File: config.mk
export PLATFORM = sky130hd
export DESIGN_NAME = pool_window_gen
export DESIGN_NICKNAME = d
export VERILOG_FILES = /design/src/rtl/pool_pkg.sv /design/src/rtl/pool_line_buf.sv /design/src/rtl/pool_window_gen.sv
export SDC_FILE = /design/constraint.sdc
export NUM_CORES = 1
export LEC_CHECK = 0
export ABC_AREA = 1
export BUFFER_PORTS_ARGS = -buffer_cell sky130_fd_sc_hd__buf_2
export CAP_MARGIN = 20
export CORE_MARGIN = 5
export CORE_UTILIZATION = 55
export CTS_BUF_LIST = sky130_fd_sc_hd__clkbuf_4 sky130_fd_sc_hd__clkbuf_8
export DETAILED_ROUTE_END_ITERATION = 16
export PLACE_DENSITY_LB_ADDON = 0.25
export SKIP_CTS_REPAIR_TIMING = 1
export SLEW_MARGIN = 20
export SYNTH_ARGS = -nofsm -noshare
export SYNTH_HDL_FRONTEND = slang
export SYNTH_HIERARCHICAL = 1
export SYNTH_SLANG_ARGS = --single-unit
File: constraint.sdc
create_clock -name clk -period 1.7 [get_ports clk]
set_input_delay 0.34 -clock clk [delete_from_list [all_inputs] [get_ports clk]]
set_output_delay 0.34 -clock clk [all_outputs]
set_load 0.02 [all_outputs]
File: src/rtl/pool_pkg.sv
// Shared types for the 2x2 pooling window producer: pixel type, FSM states, index width helper.
// Pure declarations, no logic, no latency, no flow control.
package pool_pkg;

    localparam int POOL_DATA_W = 8;

    typedef logic [POOL_DATA_W-1:0] pix_t;

    typedef enum logic [1:0] {
        ROW_EVEN = 2'd0,
        ROW_ODD  = 2'd1,
        WIN_HOLD = 2'd2
    } state_t;

    // Counter width that stays legal (>=1 bit) for a dimension of size n.
    function automatic int idx_w(input int n);
        return (n > 1) ? $clog2(n) : 1;
    endfunction

endpackage

File: src/rtl/pool_line_buf.sv
// One-row pixel store: one write port, two async reads of the column pair holding rd_col.
// Write lands on the clock edge, reads are combinational; no flow control.
module pool_line_buf
    import pool_pkg::*;
#(
    parameter int DATA_W = POOL_DATA_W,
    parameter int IMG_W  = 16
) (
    input  logic                      clk,
    input  logic                      wr_en,
    input  logic [idx_w(IMG_W)-1:0]   wr_col,
    input  logic [DATA_W-1:0]         wr_dat,
    input  logic [idx_w(IMG_W)-1:0]   rd_col,
    output logic [DATA_W-1:0]         rd_lo_dat,
    output logic [DATA_W-1:0]         rd_hi_dat
);

    localparam int COL_W = idx_w(IMG_W);

    logic [DATA_W-1:0] mem_q [IMG_W];
    logic [COL_W-1:0]  lo_col;
    logic [COL_W-1:0]  hi_col;

    // Pair addressing keeps both reads in range even for non power-of-two widths.
    always_comb begin
        lo_col = rd_col & ~COL_W'(1);
        hi_col = lo_col | COL_W'(1);
    end

    always_ff @(posedge clk) begin
        if (wr_en) begin
            mem_q[wr_col] <= wr_dat;
        end
    end

    assign rd_lo_dat = mem_q[lo_col];
    assign rd_hi_dat = mem_q[hi_col];

endmodule

File: src/rtl/pool_window_gen.sv
// Raster pixel stream to non-overlapping 2x2 windows; window valid one cycle after its 4th pixel.
// Stalls the pixel input while a window waits for win_ready. POOL_WIN_LAST_EN adds win_last.
module pool_window_gen
    import pool_pkg::*;
#(
    parameter int DATA_W = POOL_DATA_W,
    parameter int IMG_W  = 16,
    parameter int IMG_H  = 16
) (
    input  logic              clk,
    input  logic              rst_n,
    input  logic [DATA_W-1:0] pix_in,
    input  logic              pix_valid,
    output logic              pix_ready,
    output logic [DATA_W-1:0] win0,
    output logic [DATA_W-1:0] win1,
    output logic [DATA_W-1:0] win2,
    output logic [DATA_W-1:0] win3,
    output logic              win_valid,
    input  logic              win_ready,
`ifdef POOL_WIN_LAST_EN
    output logic              win_last,
`endif
    output logic              frame_done
);

    localparam int COL_W = idx_w(IMG_W);
    localparam int ROW_W = idx_w(IMG_H);

    state_t            state_q, state_d;
    logic [COL_W-1:0]  col_q, col_d;
    logic [ROW_W-1:0]  row_q, row_d;
    logic [DATA_W-1:0] prev_pix_q, prev_pix_d;
    logic [DATA_W-1:0] win0_q, win0_d;
    logic [DATA_W-1:0] win1_q, win1_d;
    logic [DATA_W-1:0] win2_q, win2_d;
    logic [DATA_W-1:0] win3_q, win3_d;
    logic              win_valid_q, win_valid_d;
    logic              frame_done_q, frame_done_d;
`ifdef POOL_WIN_LAST_EN
    logic              win_last_q, win_last_d;
`endif

    logic              pix_xfer;
    logic              win_xfer;
    logic              col_last;
    logic              row_last;
    logic              lb_wr_en;
    logic [DATA_W-1:0] lb_lo_dat;
    logic [DATA_W-1:0] lb_hi_dat;

    assign pix_ready = (state_q != WIN_HOLD);
    assign pix_xfer  = pix_valid && pix_ready;
    assign win_xfer  = win_valid_q && win_ready;
    assign col_last  = (col_q == COL_W'(IMG_W - 1));
    assign row_last  = (row_q == ROW_W'(IMG_H - 1));
    assign lb_wr_en  = pix_xfer && (state_q == ROW_EVEN);

    pool_line_buf #(
        .DATA_W (DATA_W),
        .IMG_W  (IMG_W)
    ) u_line_buf (
        .clk       (clk),
        .wr_en     (lb_wr_en),
        .wr_col    (col_q),
        .wr_dat    (pix_in),
        .rd_col    (col_q),
        .rd_lo_dat (lb_lo_dat),
        .rd_hi_dat (lb_hi_dat)
    );

    always_comb begin
        col_d = col_q;
        row_d = row_q;
        if (pix_xfer) begin
            col_d = col_last ? '0 : col_q + COL_W'(1);
            if (col_last) begin
                row_d = row_last ? '0 : row_q + ROW_W'(1);
            end
        end
    end

    always_comb begin
        state_d      = state_q;
        prev_pix_d   = prev_pix_q;
        win0_d       = win0_q;
        win1_d       = win1_q;
        win2_d       = win2_q;
        win3_d       = win3_q;
        win_valid_d  = win_valid_q;
        frame_done_d = 1'b0;
`ifdef POOL_WIN_LAST_EN
        win_last_d   = win_last_q;
`endif
        case (state_q)
            ROW_EVEN: begin
                if (pix_xfer && col_last) begin
                    state_d = ROW_ODD;
                end
            end
            ROW_ODD: begin
                if (pix_xfer) begin
                    if (!col_q[0]) begin
                        prev_pix_d = pix_in;
                    end else begin
                        win0_d      = lb_lo_dat;
                        win1_d      = lb_hi_dat;
                        win2_d      = prev_pix_q;
                        win3_d      = pix_in;
                        win_valid_d = 1'b1;
`ifdef POOL_WIN_LAST_EN
                        win_last_d  = row_last && col_last;
`endif
                        state_d     = WIN_HOLD;
                    end
                end
            end
            WIN_HOLD: begin
                // Counters already advanced past the closing pixel: col 0 means row end,
                // and row 0 with col 0 can only follow the frame's final pixel.
                if (win_xfer) begin
                    win_valid_d  = 1'b0;
`ifdef POOL_WIN_LAST_EN
                    win_last_d   = 1'b0;
`endif
                    state_d      = (col_q == '0) ? ROW_EVEN : ROW_ODD;
                    frame_done_d = (col_q == '0) && (row_q == '0);
                end
            end
            default: begin
                state_d = ROW_EVEN;
            end
        endcase
    end

    always_ff @(posedge clk) begin
        if (!rst_n) begin
            state_q      <= ROW_EVEN;
            col_q        <= '0;
            row_q        <= '0;
            prev_pix_q   <= '0;
            win0_q       <= '0;
            win1_q       <= '0;
            win2_q       <= '0;
            win3_q       <= '0;
            win_valid_q  <= 1'b0;
            frame_done_q <= 1'b0;
`ifdef POOL_WIN_LAST_EN
            win_last_q   <= 1'b0;
`endif
        end else begin
            state_q      <= state_d;
            col_q        <= col_d;
            row_q        <= row_d;
            prev_pix_q   <= prev_pix_d;
            win0_q       <= win0_d;
            win1_q       <= win1_d;
            win2_q       <= win2_d;
            win3_q       <= win3_d;
            win_valid_q  <= win_valid_d;
            frame_done_q <= frame_done_d;
`ifdef POOL_WIN_LAST_EN
            win_last_q   <= win_last_d;
`endif
        end
    end

    assign win0       = win0_q;
    assign win1       = win1_q;
    assign win2       = win2_q;
    assign win3       = win3_q;
    assign win_valid  = win_valid_q;
    assign frame_done = frame_done_q;
`ifdef POOL_WIN_LAST_EN
    assign win_last   = win_last_q;
`endif

endmodule

* Word-level counts from Yosys, hierarchy flattened *
Memories as Yosys holds them, arrays and structs flattened. A register that Yosys moved wholly into a read port is not among the register bits.
Cells that the tools add are included.

storage, ports and cells
  logic and storage cells = 52
  memories = 1
  output and inout port bits = 35
  register bits = 36
  RAM bits = 128

operators by class
  equality and inequality tests = 9
  reduce and logical (&&, ||, !) cells = 17
  bitwise operators = 1
  add/sub/neg operators = 2
  muxes and demuxes = 14

memories
  name              depth  bits a word  rd ports  clocked after memory_dff  write ports  RTL line             source
  u_line_buf.mem_q  16     8            2         2                         1            pool_line_buf.sv:20  logic [DATA_W-1:0] mem_q [IMG_W];

operator list
  operator                                               number
  AND reduction 3 bit                                    3
  adder 4 x 1 -> 4 bit, second input constant            2
  == test 4 bit, second input constant                   2
  logical NOT 4 bit                                      2
  2-to-1 mux 2 bit                                       4
  2-to-1 mux 4 bit                                       2
  inequality test 2 bit, second input constant           4
  AND reduction 4 bit                                    2
  2-to-1 mux 1 bit                                       6
  case mux 2 bit (3 select lines)                        1
  logical AND 1 bit                                      5
  == test 2 x 1 -> 1 bit, second input constant          1
  == test 2 bit, second input constant                   1
  logical NOT 1 bit                                      2
  logical NOT 2 bit                                      1
  inequality test 2 x 1 -> 1 bit, second input constant  1
  case mux 1 bit (2 select lines)                        1
  AND reduction 2 bit                                    1
  nonzero test 2 bit                                     1
  NOT 1 bit                                              1

* Depth between registers and ports, before layout *
  depth in word-level cells = 5
  depth in mapped cells = 9
  depth with buffers taken out = 8

* By module *
Netlist, hierarchy kept.

by module, submodules not included
  module           cells an instance  area an instance (um^2)  seq. area each (um^2)  instances
  pool_line_buf    583                5716.7                   3843.7                 1
  pool_window_gen  271                2094.5                   1041.0                 1

* Worst setup path after synthesis *
Ideal clock, no wire load.

  path type = register -> register
  from = register state_q[1]
  to = memory u_line_buf/mem_q[2][0] (netlist bit), enable pin
  arrival = 1336 ps
  library setup time = 370 ps
  setup slack = -6 ps
  stages on the path, launching flop included = 4
  buffers on the path = 0
  cells stage by stage = dfxtp_1 > nor3_1 > nand3_1 > nor2_1

between the ends
  longest elaborated chain between the ends = 5

RTL lines
  what                                      RTL line                source
  start: declaration                        pool_window_gen.sv:30   state_t state_q, state_d;
  start signal: assignment                  pool_window_gen.sv:152  state_q <= state_d;
  inequality test 2 bit                     pool_window_gen.sv:52   assign pix_ready = (state_q != WIN_HOLD);
  logical AND 1 bit                         pool_window_gen.sv:53   assign pix_xfer = pix_valid && pix_ready;
  logical AND 1 bit *                       pool_window_gen.sv:57   assign lb_wr_en = pix_xfer && (state_q == ROW_EVEN);
  named net lb_wr_en                        pool_window_gen.sv:48   logic lb_wr_en;
  2-to-1 mux 1 bit *                        pool_line_buf.sv:31     if (wr_en) begin
  2-to-1 mux 1 bit (not written as such) *  pool_line_buf.sv:32     mem_q[wr_col] <= wr_dat;
  end: declaration                          pool_line_buf.sv:20

The timed path passes the listed nets; every way through them passes the cells marked *.

* Worst setup path in the final report *
  from = register state_q[0]
  to = memory u_line_buf/mem_q[10][7] (netlist bit), enable pin

The elaborated chain is that of the path after synthesis.

==> results.toml <==
[die]
rows = 43
die-area_um2 = 16690
die_w_um = 129.2
io_pins = 47
die_h_um = 129.2
core_um2 = 13880
start_util = 0.5627

[layout]
layout-drive-gt1-share = 0.1333
layout_common_cells = "nand2_1, inv_1, edfxtp_1, nand3_1, dfxtp_1"
final_util = 0.6317
syn2layout_area_growth_pct = 12.25
final_area_um2 = 8768
final_common_cell = "nand2_1"
fillCellCount = 1148
diodes = 0
final_nets = 933

[worst_hold_path]
hold_path_class = "primary input to register"
min_from = "win_ready"
hold_path_depth = 4
min_to = "state_q[1]"

[place]
place_hpwl_um = 11080
dpl-instance-area_um2 = 8357
place_ws_ns = 0.005597
gp_congestion = 0.8451
port_buffers = 46

[route]
wirelength_um = 16980
antenna_left = 0
vias_per_cell = 5.038
drt_iter0_drc = 566
drcViolationCount = 0
vias = 5592
drt_pass1_iterations = 5
wl_per_cell_um = 15.29

[cts]
cts_tree = "built"
clk_latency_ns = 0.46
clockBufferDepth = 2
clockRootBuffer = "clkbuf_8"
numCtsBuffers = 17
cts-htree-levels = 4
cts.sinks = 180
clk_pin_slew_ns = 0.09

[power]
intPower_uw = 6289
netSwitchingPower_uw = 1961
power.share.clock = 0.356
combinationalPowerShare = 0.069
peakVddDrop_uv = 1225
power_switching_share = 0.2377
leakage_uw = 0.003901
p_seq_frac = 0.575
p_per_area_nw_per_um2 = 940.9
total_power_uw = 8250

[worst_setup_path]
crit_buf_inv = 2
crit_path_max_fanout = 8
crit_required_ns = 1.87
path_cells = "nor3_1 -> buf_4 -> nand3_1 -> nor2_1 -> buf_4"
cpMaxStageDelayCell = "dfxtp_1"
critPathTopFamily = "simple AND/OR/NAND/NOR gates"
r2r_end = "u_line_buf/mem_q[10][7]"
arrival_ns = 1.75
timing.rr.start = "state_q[0]"
max_stage_delay_ns = 0.34
rr_worst_depth = 5
endpoint_kind = "register"
crit_path_start_kind = "register"
r2r_slack_ns = 0.12
path_depth = 5
cpMostUsedCell = "buf_4"
critPathKind = "register to register"

[timing]
fin_skew_ns = 0.01205
final-setup-viol-count = 0
timing.fmax_mhz = 634.7
fin_crit_sh = 0.9268
rsz0062_at_grt = "false"
slew_viol_final = 0
min_period_ns = 1.576
hold_ws_ns = 0.1887
hold_violations = 0
slew_headroom = 0.6441
worstMarginPinSlew_ns = 0.5332
setup_ws_ns = 0.1245

[synth]
synth_seq_area_share = 0.6253
syn_inst = 854
synthArstFlopShare = 0
ys_seq_elements = 180
synth_cell_types = 24
ys.flop_type = "edfxtp_1"
yosys.area.top_type = "edfxtp_1"
synth-warning-count = 6
synth_top_area_frac = 0.4921
synth.area.top_cells = "edfxtp_1, dfxtp_1, nand2_1"
synth_area_per_cell_um2 = 9.147
synth_fp_nets = 870
synth_edf_count = 128
syn_area_um2 = 7811

[grt]
grt_usage = 0.2162
grt-ovfl-total = 0
grt_pass1_vias = 5452
grt_max_degree = 35
antenna_found_initial = 0
grt_pass1_wl_um = 27570

[flow_run]
maxCapViolations = 0

[outcome]
run_status = "finished clean"
## worst register-to-register path: cells and delay by family (launching register included)
kind,cells,cell delay [ns]
AND/OR/NAND/NOR,3,0.57
flip-flops,1,0.34
buffers and inverters,2,0.38
## stage by stage
| step | TNS (ns) | cells |
|---|---|---|
| floorplan | -0.3917 | 854 |
| CTS | 0 | 1110 |
| global placement | 0 | 1078 |
| detailed placement | 0 | 1078 |
| global route | 0 | 1110 |
| finish | 0 | 1110 |
## cells by family (layout without fill, tap and decap cells)
kind of cell / count (synthesis) / count (layout) / synth area share
AO/OA/AOI/OAI: 50 / 50 / 0.03284
XOR/XNOR: 1 / 1 / 0.001121
adder cells (fa/ha/maj): 4 / 4 / 0.006407
buffers and inverters: 186 / 262 / 0.1035
flip-flops: 180 / 180 / 0.6253
AND/OR/NAND/NOR: 433 / 433 / 0.2308
## flip-flops by register name (all words and copies together) (netlist names)
register and flops:
u_line_buf/mem_q 128, prev_pix_q 8, win0 8, win1 8, win2 8, win3 8
col_q 4, row_q 4, state_q 2, frame_done 1, win_valid 1
## power groups by stage
| stage | logic, µW | clock network (µW) | registers (µW) |
|---|---|---|---|
| 2_1_floorplan | 356 | 0 | 4850 |
| 3_3_place_gp | 566 | 0 | 4850 |
| 3_5_place_dp | 569 | 0 | 4850 |
| 4_1_cts | 572 | 2980 | 4750 |
| 5_1_grt | 636 | 3150 | 4750 |
| 6_report | 569 | 2930 | 4750 |
## metal layers
| layer | track usage | wire (µm) |
|---|---|---|
| met5 | 0 | 0 |
| met4 | 0.06177 | 271 |
| met3 | 0.05441 | 1063 |
| met2 | 0.3659 | 8366 |
| met1 | 0.2779 | 7274 |
## synthesized netlist by cell type (2+ instances only)
| cell | number |
|---|---|
| o21ai_0 | 10 |
| ha_1 | 4 |
| buf_2 | 16 |
| a21oi_1 | 38 |
| inv_2 | 2 |
| nor3_1 | 3 |
| nand4_1 | 2 |
| clkbuf_1 | 6 |
| edfxtp_1 | 128 |
| nor2_4 | 2 |
| nand2_2 | 2 |
| buf_6 | 10 |
| nor2_1 | 47 |
| nand3_2 | 2 |
| dfxtp_1 | 52 |
| nand2_1 | 268 |
| buf_4 | 4 |
| inv_1 | 147 |
| nand3_1 | 106 |
## area by class of cell
type	count	area [µm²]	share of cell area
clock inverters	15	170.2	0.01941
clock buffers	17	234.0	0.02668
multi-input cells	488	2123	0.2422
repair buffers	81	568.0	0.06478
inverters	149	559.3	0.06378
flip-flops and latches	180	4888	0.5575
well taps	180	225.2	0.02568
## worst max path at each step
stage / start / end / slack (ns)
2_1_floorplan: state_q[1] / u_line_buf/mem_q[2][0] / -0.006
3_3_place_gp: pix_valid / u_line_buf/mem_q[3][6] / 0.05
3_5_place_dp: pix_valid / u_line_buf/mem_q[3][6] / 0.006
4_1_cts: state_q[1] / pix_ready / 0.11
5_1_grt: state_q[0] / u_line_buf/mem_q[10][1] / 0.003
6_report: state_q[0] / u_line_buf/mem_q[10][7] / 0.12
Note: power is estimated with default switching activity, not from simulation.
